--- config.mk ---
export PLATFORM = sky130hd
export DESIGN_NAME = srx_iter_unit
export DESIGN_NICKNAME = d
export VERILOG_FILES = /design/src/rtl/shift_pkg.sv /design/src/rtl/srx_step.sv /design/src/rtl/srx_iter_unit.sv
export SDC_FILE = /design/constraint.sdc
export NUM_CORES = 1
export LEC_CHECK = 0
export BUFFER_PORTS_ARGS = -buffer_cell sky130_fd_sc_hd__buf_2
export CAP_MARGIN = 20
export CORE_MARGIN = 4
export CORE_UTILIZATION = 45
export CTS_BUF_LIST = sky130_fd_sc_hd__clkbuf_4
export CTS_CLUSTER_DIAMETER = 50
export DETAILED_ROUTE_END_ITERATION = 8
export GPL_TIMING_DRIVEN = 0
export PLACE_DENSITY = 0.73
export SLEW_MARGIN = 15
export SYNTH_ARGS = -nofsm -noshare
export SYNTH_HDL_FRONTEND = slang
export SYNTH_SLANG_ARGS = --single-unit
--- constraint.sdc ---
create_clock -name i_clk -period 4.01 [get_ports i_clk]
set_input_delay 0.2005 -clock i_clk [delete_from_list [all_inputs] [get_ports i_clk]]
set_output_delay 0.2005 -clock i_clk [all_outputs]
set_load 0.01 [all_outputs]
--- src/rtl/shift_pkg.sv ---
// Shared shift definitions: datapath width, shift-amount width and right-shift FSM states.
package shift_pkg;

  localparam int unsigned XLEN    = 32;
  localparam int unsigned SHAMT_W = $clog2(XLEN);

  typedef enum logic [1:0] {
    S_IDLE = 2'd0,
    S_BUSY = 2'd1,
    S_DONE = 2'd2
  } srx_state_e;

endpackage

--- src/rtl/srx_step.sv ---
// One combinational right-shift step of up to STEP positions with a selectable fill bit.
module srx_step #(
  parameter int unsigned N   = 32,
  parameter int unsigned K_W = 3
) (
  input  logic [N-1:0]   value,
  input  logic [K_W-1:0] k,
  input  logic           fill,
  output logic [N-1:0]   shifted_c
);

  // Extending with N copies of fill lets a plain logical shift bring fill into the vacated MSBs.
  logic [2*N-1:0] ext;

  assign ext       = {{N{fill}}, value} >> k;
  assign shifted_c = ext[N-1:0];

endmodule

--- src/rtl/srx_iter_unit.sv ---
// Multi-cycle SRL/SRA unit: accepts one operand pair, shifts up to STEP bits per cycle, returns the result.
module srx_iter_unit
  import shift_pkg::*;
#(
  parameter int unsigned N    = XLEN,
  parameter int unsigned STEP = 4
) (
  input  logic         i_clk,
  input  logic         i_rst_n,
  input  logic         i_flush,
  input  logic         i_valid,
  output logic         o_ready,
  input  logic [N-1:0] i_a,
  input  logic [N-1:0] i_b,
  input  logic         i_arith,
  output logic         o_valid,
  input  logic         i_ready,
  output logic [N-1:0] o_result
);

  localparam int unsigned SH_W = $clog2(N);
  localparam int unsigned K_W  = $clog2(STEP) + 1;

  srx_state_e      state_q, state_d;
  logic [N-1:0]    shreg_q, shreg_d;
  logic [SH_W-1:0] count_q, count_d;
  logic            fill_q, fill_d;
  logic            ready_q, valid_q;

  logic [SH_W-1:0] shamt_c;
  logic [K_W-1:0]  k_c;
  logic [N-1:0]    step_c;
  logic            unused_b_hi;

  // Only the low SH_W bits of the amount matter; upper bits are intentionally dropped.
  assign shamt_c     = i_b[SH_W-1:0];
  assign unused_b_hi = ^i_b[N-1:SH_W];

  assign k_c = (count_q >= SH_W'(STEP)) ? K_W'(STEP) : K_W'(count_q);

  srx_step #(
    .N   (N),
    .K_W (K_W)
  ) u_step (
    .value     (shreg_q),
    .k         (k_c),
    .fill      (fill_q),
    .shifted_c (step_c)
  );

  // Next-state and datapath update; flush overrides everything, including capture.
  always_comb begin
    state_d = state_q;
    shreg_d = shreg_q;
    count_d = count_q;
    fill_d  = fill_q;
    if (i_flush) begin
      state_d = S_IDLE;
    end else begin
      unique case (state_q)
        S_IDLE: begin
          if (i_valid) begin
            shreg_d = i_a;
            count_d = shamt_c;
            fill_d  = i_arith & i_a[N-1];
            state_d = (shamt_c == '0) ? S_DONE : S_BUSY;
          end
        end
        S_BUSY: begin
          shreg_d = step_c;
          count_d = count_q - SH_W'(k_c);
          if (count_d == '0) begin
            state_d = S_DONE;
          end
        end
        S_DONE: begin
          if (i_ready) begin
            state_d = S_IDLE;
          end
        end
        default: begin
          state_d = S_IDLE;
        end
      endcase
    end
  end

  always_ff @(posedge i_clk or negedge i_rst_n) begin
    if (!i_rst_n) begin
      state_q <= S_IDLE;
      shreg_q <= '0;
      count_q <= '0;
      fill_q  <= 1'b0;
      ready_q <= 1'b1;
      valid_q <= 1'b0;
    end else begin
      state_q <= state_d;
      shreg_q <= shreg_d;
      count_q <= count_d;
      fill_q  <= fill_d;
      ready_q <= (state_d == S_IDLE);
      valid_q <= (state_d == S_DONE);
    end
  end

  assign o_ready  = ready_q;
  assign o_valid  = valid_q;
  assign o_result = shreg_q;

endmodule
### Word-level counts from Yosys, hierarchy flattened

Index checks and enable logic that the tools add are counted.

* memories kept: 0
* latch bits: 0
* bits in writable memories: 0
* bits in registers: 42
* bits of input ports: 70
* memory bits (read-only): 0

* order comparisons: 1
* equality and inequality tests: 4
* shifts and indexed selects: 1
* add/subtract/negate cells: 1
* multiply operators: 0
* divide/modulo/power cells: 0
* bitwise gates (word level): 2
* muxes and demuxes: 11
* reduce and logical (&&, ||, !) cells: 7

Operators by type and width (count)
* one-hot mux 32 bit (2 select lines): 1
* >> shifter 64 x 3 -> 32 bit: 1
* two-way mux 32 bit: 1
* zero test 5 bit: 2
* two-way mux 2 bit: 5
* one-hot mux 5 bit (2 select lines): 1
* one-hot mux 2 bit (3 select lines): 1
* AND reduction 3 bit: 2
* >= comparator 5 x 3 -> 1 bit, second input constant: 1
* two-way mux 5 bit: 1
* subtractor 5 x 3 -> 5 bit: 1
* equality test 2 bit, second input constant: 2
* zero test 2 bit: 2
* two-way mux 3 bit: 1
* equality test 2 x 1 -> 1 bit, second input constant: 1
* inequality test 2 bit, second input constant: 1
* nonzero test 2 bit: 1
* bitwise AND 1 bit: 1
* inverter 1 bit: 1

### Depth between registers and ports, before layout

* depth after elaboration: 8
* mapped depth: 8
* depth with buffers taken out: 7

### By module

From an unflattened synthesis, not the netlist that was laid out.

* cell total of the unflattened synthesis: 363
* area total of the unflattened synthesis: 3423.3 sq um

By module, submodules not included
* srx_iter_unit: times used 1, seq. area each 1052.3 sq um, cells each 213, area an instance 2135.8 sq um
* srx_step: times used 1, seq. area each 0.0 sq um, cells each 150, area an instance 1287.5 sq um

### Worst setup path after synthesis

OpenSTA, ideal clock, no wires.

* path type: register to register
* start point: register count_q[3]
* end point: register valid_q, in the netlist o_valid
* arrival time: 2132 ps
* setup time: 66 ps
* period minus slack after synthesis: 2197 ps
* setup slack: 1813 ps
* cell stages (with the launch flop): 8
* data required time: 3944 ps
* path buffers: 1
* cells stage by stage: dfrtp_1 or3_1 buf_2 nand2_1 ha_1 or4_2 o22ai_1 a22o_1

* longest elaborated chain between the ends: 8

RTL lines
* start, declared: RTL line srx_iter_unit.sv:26 `logic [SH_W-1:0] count_q, count_d;`
* start signal, assigned: RTL line srx_iter_unit.sv:99 `count_q <= count_d;`
* >= comparator 5 x 3 -> 1 bit: RTL line srx_iter_unit.sv:39 `assign k_c = (count_q >= SH_W'(STEP)) ? K_W'(STEP) : K_W'(count_q);`
* two-way mux 3 bit: RTL line srx_iter_unit.sv:39
* subtractor 5 x 3 -> 5 bit *: RTL line srx_iter_unit.sv:71 `count_d = count_q - SH_W'(k_c);`
* zero test 5 bit *: RTL line srx_iter_unit.sv:72 `if (count_d == '0) begin`
* two-way mux 2 bit *: RTL line srx_iter_unit.sv:72
* one-hot mux 2 bit (3 select lines) *: RTL line srx_iter_unit.sv:60 `unique case (state_q)`
* two-way mux 2 bit *: RTL line srx_iter_unit.sv:57 `if (i_flush) begin`
* equality test 2 bit *: RTL line srx_iter_unit.sv:102 `valid_q <= (state_d == S_DONE);`
* end signal, assigned: RTL line srx_iter_unit.sv:102
* end, declared: RTL line srx_iter_unit.sv:28 `logic ready_q, valid_q;`

Every way passes the cells marked *; elsewhere a longest branch is shown, timed or not.
A chain may end at the register's enable or synchronous reset.

### Final worst setup path

* start point: register count_q[3]
* end point: register state_q[1]

* longest elaborated chain between the ends: 7

RTL lines
* >= comparator 5 x 3 -> 1 bit: RTL line srx_iter_unit.sv:39
* two-way mux 3 bit: RTL line srx_iter_unit.sv:39
* subtractor 5 x 3 -> 5 bit *: RTL line srx_iter_unit.sv:71
* zero test 5 bit *: RTL line srx_iter_unit.sv:72
* two-way mux 2 bit *: RTL line srx_iter_unit.sv:72
* one-hot mux 2 bit (3 select lines) *: RTL line srx_iter_unit.sv:60
* two-way mux 2 bit *: RTL line srx_iter_unit.sv:57
* named net state_d[1]: RTL line srx_iter_unit.sv:24 `srx_state_e state_q, state_d;`
* end signal, assigned: RTL line srx_iter_unit.sv:97 `state_q <= state_d;`
* end, declared: RTL line srx_iter_unit.sv:24

Mark *: on every way through the listed nets, which the timed path passes. The rest lies on a longest branch.

==> flow_summary.yaml <==
power:
  share_seq_of_total_power_pct: 36.3
  power-per-cell-area_nw_per_um2: 691.0
  cellInternalPower_mw: 1.398
  power.clock.fraction_pct: 11.2
  total_switching_power_mw: 1.114
  power_mw: 2.513
  swShare_pct: 44.34
  pleak_nw: 1.591
  peakVddDrop_mv: 0.3218
  comb_power_share_pct: 52.6
logic_synthesis:
  syn-num-nets: 422
  synth-seq-cells: 42
  seq_area_frac_synth_pct: 34.15
  postSynth.asyncResetShare_pct: 100.0
  synth_enable_flop_cells: 0
  synth_warnings: 0
  synthesis.area_um2: 3082
  syn-instance-count: 351
  post_synth_num_cell_types: 47
  synth_ff_type: "dfrtp_1"
  mean_post_synth_cell_area_um2: 8.780
clock_tree:
  number_of_buffers_created_by_cts: 5
  h-tree-depth: 2
  cts-resized-gates: 0
  clock_sinks: 42
  clock_insertion_delay_worst_skew_ns: 0.36
  cts_tree: "yes"
  path_clk_slew_ns: 0.14
  ctsHoldBuffers: 0
  cts_post_setup_buffers_inserted: 0
  ctsLongestPathBuffers: 2
  root_buffer: "clkbuf_4"
floorplanning:
  floorplan.initialDensity_pct: 47.45
  fp-row-count: 29
  dieArea_um2: 8236
  placeableCoreArea_um2: 6495
  die_width_um: 90.76
  chip_height_um: 90.76
  ios: 104
drt:
  dr.pass1.iters: 5
  wl_met3_um: 817
  post_route_drc: 0
  via_per_inst: 6.188
  drt-wirelength-per-cell_um: 17.63
  dr.max_layer_used: "met4"
  dr.first_iter.drc_count: 264
  vias: 3168
  antenna_left: 0
  routed_length_on_met2_mm: 4.201
  detail_route.wirelength_mm: 9.027
  routedLengthMet1_mm: 3.887
sta:
  fmax_ghz: 0.4068
  tightest_slew_ns: 0.9513
  rsz_0062_raised_after_global_routing: "false"
  maxSlewViolCount: 0
  holdWs_ns: -0.03348
  fin_setup_tns_ns: 0
  finalCriticalPeriod_ns: 2.458
  post-route-period-util_pct: 61.30
  timing.clock.skew_ns: 0.01628
  timing.slew.headroom_pct: 36.58
  hold_violations: 41
  setup_viol: 0
run_status:
  failing_checks: "hold timing"
  run_status: "finished, violations left"
global_routing:
  first_global_vias: 3055
  groute.usage.overall_pct: 22.94
  grt_max_degree: 43
  grt_first_pass_wirelength_mm: 15.47
  overflow: 0
  grt_antenna_before_repair: 0
critical_path:
  regToRegSetupSlack_ns: 1.55
  arrival_ns: 2.77
  cp-start-kind: "flip-flop"
  kind_of_end_point_of_the_critical_path: "flip-flop"
  crit_fanout: 9
  cp_data_required_time_ns: 4.32
  critPathKind: "reg2reg"
job:
  drv_cap: 0
finish:
  layout.cells.most_common: "nand2_1"
  final_cell_mix: "nand2_1 (89), buf_2 (87), dfrtp_1 (41), nand3_1 (27), nand4_1 (24)"
  antenna_cells: 0
  post_route_cells_drive_above_1_share_pct: 31.72
  area_growth_pct: 17.99
  fin_nets: 505
hold_path:
  min-delay-path-class: "in2async"
placed_design:
  gp_routability_congestion: 0.8422
  post-dp-hpwl_mm: 6.696
  placement.io_buffers: 76
-- final cells by class --
type | instances | area, µm²
buffer | 29 | 148.9
timing repair buffer | 76 | 380.4
tap | 77 | 96.34
clock inverter | 3 | 40.04
clock buffer | 5 | 37.54
fill | 593 | 2859
inverter | 4 | 15.01
sequential | 42 | 1052
multi-input combinational | 276 | 1866
-- cells in the mapped netlist, types with 5 or more instances --
| cell type | instances | area [µm²] |
|---|---|---|
| nor2_1 | 18 | 67.56 |
| o21ai_0 | 8 | 40.04 |
| nand4_1 | 24 | 150.1 |
| mux2_2 | 5 | 56.30 |
| nor3_1 | 18 | 90.09 |
| a21oi_1 | 13 | 65.06 |
| nand3_1 | 27 | 135.1 |
| nand2_1 | 89 | 334.1 |
| mux4_2 | 22 | 495.5 |
| and3_1 | 6 | 37.54 |
| clkbuf_1 | 9 | 33.78 |
| buf_2 | 11 | 55.05 |
| dfrtp_1 | 41 | 1026 |
-- state kept, by name (all words and copies together) (netlist names) --
name	flops
o_result	32
count_q	5
state_q	2
fill_q	1
o_ready	1
o_valid	1
-- routing by layer --
metal  vias up  GRT usage (%)
met5         -              0
met4         0          7.143
met3         9          4.333
met2       183          35.52
met1      1518          32.51
li1       1458              -
-- worst max-delay path, cell delays in order (launching register included) --
cell,delay (ns)
dfrtp_1,0.41
or3_1,0.36
buf_2,0.21
nand2_1,0.11
ha_1,0.24
or4_2,0.54
o22ai_1,0.34
a22o_1,0.20
-- metrics by stage --
step | hold slack, ns | std cells | util (%) | setup WS [ns] | cell area, µm²
floorplan | -0.09509 | 351 | - | 1.813 | 3082
global placement | 0.4070 | 504 | 54.79 | 1.612 | 3558
detailed placement | 0.4083 | 504 | 54.79 | 1.577 | 3558
CTS | 0.01342 | 512 | 55.98 | 1.541 | 3636
global route | 0.04639 | 512 | 55.98 | 1.443 | 3636
finish | -0.03348 | 512 | 55.98 | 1.552 | 3636
-- power groups by stage --
stage / registers, mW / logic, mW / clock network [mW]
detailed placement: 0.913 / 1.32 / 0
finish: 0.911 / 1.32 / 0.281
CTS: 0.904 / 1.32 / 0.285
global route: 0.955 / 1.46 / 0.302
global placement: 0.899 / 1.29 / 0
floorplan: 0.889 / 0.897 / 0
-- worst paths after layout --
| kind | from | cells past startpoint | endpoint |
|---|---|---|---|
| setup / recovery | count_q[3] | 7 | state_q[1] |
| hold / removal | i_rst_n | 1 | o_result[5] |
| setup reg to reg | count_q[3] | 7 | state_q[1] |
| hold reg to reg | o_result[0] | 1 | o_result[0] |
| max in group asynchronous | i_rst_n | 1 | o_result[20] |
| min in group i_clk | i_arith | 3 | fill_q |
-- cell families (layout without fill, tap and decap cells) --
logic type      count (synthesis)  after routing  synth area share (%)
simple gates                  201            201                 32.03
compound gates                 42             42                 8.770
mux                            31             31                 19.20
fa+ha+maj                       1              1                0.4059
flops                          42             42                 34.15
other cells                     1              1                0.1217
buf+inv                        33            117                 5.318
No activity file was read; power rests on OpenSTA's default activity.
